[config.mk]
export PLATFORM = sky130hd
export DESIGN_NAME = command_byte_parser
export DESIGN_NICKNAME = d
export VERILOG_FILES = /design/src/rtl/command_byte_parser.sv
export SDC_FILE = /design/constraint.sdc
export NUM_CORES = 1
export LEC_CHECK = 0
export CORE_ASPECT_RATIO = 0.6
export CORE_UTILIZATION = 49
export CTS_BUF_LIST = sky130_fd_sc_hd__clkbuf_8
export CTS_CLUSTER_SIZE = 14
export DETAILED_ROUTE_END_ITERATION = 12
export PLACE_DENSITY = 0.78
export SETUP_SLACK_MARGIN = 0.3
export SLEW_MARGIN = 20
export SYNTH_ARGS = -nofsm -noshare
export SYNTH_HDL_FRONTEND = slang
export SYNTH_SLANG_ARGS = --single-unit
[constraint.sdc]
create_clock -name clock_in -period 5.5 [get_ports clock_in]
set_clock_uncertainty 0.1 [all_clocks]
set_input_delay 0.55 -clock clock_in [delete_from_list [all_inputs] [get_ports clock_in]]
set_output_delay 0.55 -clock clock_in [all_outputs]
set_load 0.02 [all_outputs]
[src/rtl/command_byte_parser.sv]
// Splits a chip-select framed host byte stream into one opcode plus counted operand bytes.
// Outputs are registered one cycle after byte acceptance; bytes are never stalled, excess operands are dropped.
module command_byte_parser #(
  parameter int MAX_OPERANDS = 1024
) (
  input  logic        clock_in,
  input  logic        reset_n_in,
  input  logic        transaction_active_in,
  input  logic [7:0]  byte_in,
  input  logic        byte_valid_in,
  output logic [7:0]  op_code_out,
  output logic        op_code_valid_out,
  output logic [7:0]  operand_out,
  output logic        operand_valid_out,
  output logic [31:0] operand_count_out,
  output logic        overflow_out
);

  typedef enum logic [1:0] {
    IDLE,
    WAIT_OPCODE,
    OPERANDS,
    OVERFLOW
  } state_t;

  state_t      state_q, state_d;
  logic [7:0]  op_code_q, op_code_d;
  logic        op_code_vld_q, op_code_vld_d;
  logic [7:0]  operand_q, operand_d;
  logic        operand_vld_q, operand_vld_d;
  logic [31:0] count_q, count_d;
  logic        overflow_q, overflow_d;

  always_comb begin
    state_d       = state_q;
    op_code_d     = op_code_q;
    op_code_vld_d = op_code_vld_q;
    operand_d     = operand_q;
    operand_vld_d = 1'b0;
    count_d       = count_q;
    overflow_d    = overflow_q;

    case (state_q)
      IDLE: begin
        if (transaction_active_in) begin
          state_d    = WAIT_OPCODE;
          count_d    = '0;
          overflow_d = 1'b0;
        end
      end
      WAIT_OPCODE: begin
        if (!transaction_active_in) begin
          state_d = IDLE;
        end else if (byte_valid_in) begin
          op_code_d     = byte_in;
          op_code_vld_d = 1'b1;
          state_d       = OPERANDS;
        end
      end
      OPERANDS: begin
        if (!transaction_active_in) begin
          state_d       = IDLE;
          op_code_vld_d = 1'b0;
        end else if (byte_valid_in) begin
          // The byte that would exceed the limit is discarded, not stored.
          if (count_q == 32'(MAX_OPERANDS)) begin
            overflow_d = 1'b1;
            state_d    = OVERFLOW;
          end else begin
            operand_d     = byte_in;
            operand_vld_d = 1'b1;
            count_d       = count_q + 32'd1;
          end
        end
      end
      OVERFLOW: begin
        if (!transaction_active_in) begin
          state_d       = IDLE;
          op_code_vld_d = 1'b0;
        end
      end
      default: begin
        state_d = IDLE;
      end
    endcase
  end

  always_ff @(posedge clock_in or negedge reset_n_in) begin
    if (!reset_n_in) begin
      state_q       <= IDLE;
      op_code_q     <= '0;
      op_code_vld_q <= 1'b0;
      operand_q     <= '0;
      operand_vld_q <= 1'b0;
      count_q       <= '0;
      overflow_q    <= 1'b0;
    end else begin
      state_q       <= state_d;
      op_code_q     <= op_code_d;
      op_code_vld_q <= op_code_vld_d;
      operand_q     <= operand_d;
      operand_vld_q <= operand_vld_d;
      count_q       <= count_d;
      overflow_q    <= overflow_d;
    end
  end

  assign op_code_out       = op_code_q;
  assign op_code_valid_out = op_code_vld_q;
  assign operand_out       = operand_q;
  assign operand_valid_out = operand_vld_q;
  assign operand_count_out = count_q;
  assign overflow_out      = overflow_q;

endmodule

==> out/qor.yml <==
core-area_um2: 5150
rsz0062_at_grt: "false"
die_w_um: 97.4
cts_setup_buffers: 0
status: "finished, final reports clean"
route.detailed.drc: 0
hold_slack_ps: 243
grt_pass1_wl_um: 10800
syn_to_final_growth_pct: 29.7
first_pass_iters: 4
cts.sinks: 53
diodes: 0
ir_drop_v: 0.000221
criticalPathCategory: "register to register"
place_inst: 400
synthDistinctLibCells: 44
cts-buffers-inserted: 5
synth_cells: 279
grt_start_max_net_pins: 54
fmaxAchievable_ghz: 0.359
yosys-top-cells-count: "dfrtp_1 (53), nand2_1 (46), nor2_1 (17)"
synth_most_common_cell: "dfrtp_1"
synthArstFlopShare_pct: 100
worstPathRequired_ps: 5600
vias: 2436
p_per_area_nw_per_um2: 274
synth_top_area_cell: "dfrtp_1"
start_kind: "register"
tns_ps: 0
hold_viol_final: 0
cts_htree_levels: 2
initial_core_util_pct: 51.9
crit_arrival_ps: 2880
critical_path.slowest_cell: "o2111ai_4"
synth-seq-area-share_pct: 49.6
leakagePower_uw: 0.00147
power.total_uw: 951
synth-main-ff-cell: "dfrtp_1"
ioPinCount: 63
yosysTopAreaCellShare_pct: 49.6
placed_area_um2: 3350
cts.path.max_buffers: 2
clkLatencyLatePin_ps: 300
maxSlewViolCount: 0
maxCapViolCount: 0
max_slew_margin_pct: 52.2
synth_area_um2: 2680
cp-end-kind: "register"
ys_top_cells_by_area: "dfrtp_1 (50%), nand2_1 (6.5%), mux2_2 (3.4%)"
cts_resized: 0
io_buffers: 62
hpwl_um: 4720
drt-initial-drc-count: 169
cts_hold_buf: 0
path_clk_slew_ps: 90
fin_crit_ps: 2790
synth_seq_cells: 53
tightestPinTransition_ps: 711
grt.total_usage_pct: 24.0
grt_pass1_vias: 2128
rows: 20
synth_enable_flop_cells: 0
cp_cell_sequence: "nor4_1 > nand4_2 > o2111ai_4 > inv_4 > and3_1 > a211o_1"
slowest_delay_ps: 610
die_area_um2: 5770
nNetsFinal: 355
finalCritPeriodShare_pct: 50.6
ys.warnings.count: 0
final_antenna_net_count: 0
root_buffer: "clkbuf_8"
instances_no_fill: 408
wl_per_cell_um: 16.0
avgSynthCellArea_um2: 9.59
setup_viol: 0
antenna_found_initial: 0
synth.net_count: 293
crit_fanout: 19
viasPerCell: 5.97
grt_overflow: 0
gp_congestion: 0.847
cts_tree: "yes"
design_area_um2: 3470
drive_gt1_share_pct: 7.89
hold_path.class: "primary input to asynchronous set/reset pin"
die_h_um: 59.2
wirelength_um: 6540
[placed cells by master, fill, tap and decap left out, types with 5 or more instances in the layout]
cell,synthesis,layout
mux2_2,8,8
o21ai_0,13,13
inv_1,10,10
clkbuf_8,0,6
a21oi_1,11,11
nor4_1,11,11
nand4_1,9,9
or3_1,8,8
clkdlybuf4s50_1,0,61
nand2_1,46,46
nor3_1,5,5
nor2_1,17,16
nand3_1,16,16
xor2_1,6,6
a211o_1,6,6
dfrtp_1,53,53
[per-stage QoR]
step	utilization (%)	setup slack, ps
after floorplan	-	3290
after global placement	65.0	2730
after detailed placement	65.0	2720
after CTS	67.3	2740
after global routing	67.3	2560
final	67.3	2710
[cell families after synthesis]
logic type | after synthesis | share of synthesized area [%]
AO/OA/AOI/OAI | 59 | 15.8
XOR/XNOR | 7 | 2.29
multiplexers | 8 | 3.37
buffers and inverters | 19 | 2.85
flip-flops | 53 | 49.6
AND/OR/NAND/NOR | 131 | 25.2
adder cells (fa/ha/maj) | 2 | 0.935
[final timing paths]
| kind | slack, ps | depth (start not counted) | to | startpoint |
|---|---|---|---|---|
| worst min register to register | 390 | 2 | operand_out[5] | operand_out[5] |
| worst max register to register | 2710 | 6 | operand_count_out[24] | operand_count_out[28] |
| worst min-delay path | 240 | 2 | operand_count_out[20] | reset_n_in |
| worst max-delay path | 2710 | 6 | operand_count_out[24] | operand_count_out[28] |
| min in group clock_in | 390 | 2 | operand_out[5] | operand_out[5] |
| max in group asynchronous | 4600 | 2 | operand_out[7] | reset_n_in |
[worst max-delay path: cells and delay by family (launching register included)]
kind | cells | cell delay, ps
buffers and inverters | 1 | 210
and+or+nand+nor | 3 | 1030
DFF | 1 | 460
AOI/OAI and AO/OA | 2 | 870
[cell type report]
| type | count | area [um^2] |
|---|---|---|
| clock buffer | 6 | 82.6 |
| clock inverter | 2 | 37.5 |
| fill | 411 | 1680 |
| inverter | 11 | 43.8 |
| multi-input combinational | 207 | 1270 |
| sequential | 53 | 1330 |
| tap | 66 | 82.6 |
| timing repair buffer | 63 | 623 |
[per-layer routing]
metal	global-route usage (%)	wire length [um]	up-vias
met4	5.04	48	0
met3	6.84	536	6
met1	37.6	3300	1171
li1	-	-	1155
met5	0	0	-
met2	32.7	2650	104
[where the power goes]
group | switching [uW] | leakage [uW] | internal (uW)
Sequential | 25.3 | 0.000709 | 429
Clock | 128 | 0.0000574 | 148
Combinational | 121 | 0.000705 | 100
[flip-flops by register name, summed over array words and instances (netlist names)]
signal	flops
overflow_out	1
op_code_valid_out	1
operand_count_out	32
operand_out	8
operand_valid_out	1
state_q	2
op_code_out	8
No activity file was read; power rests on OpenSTA's default activity.
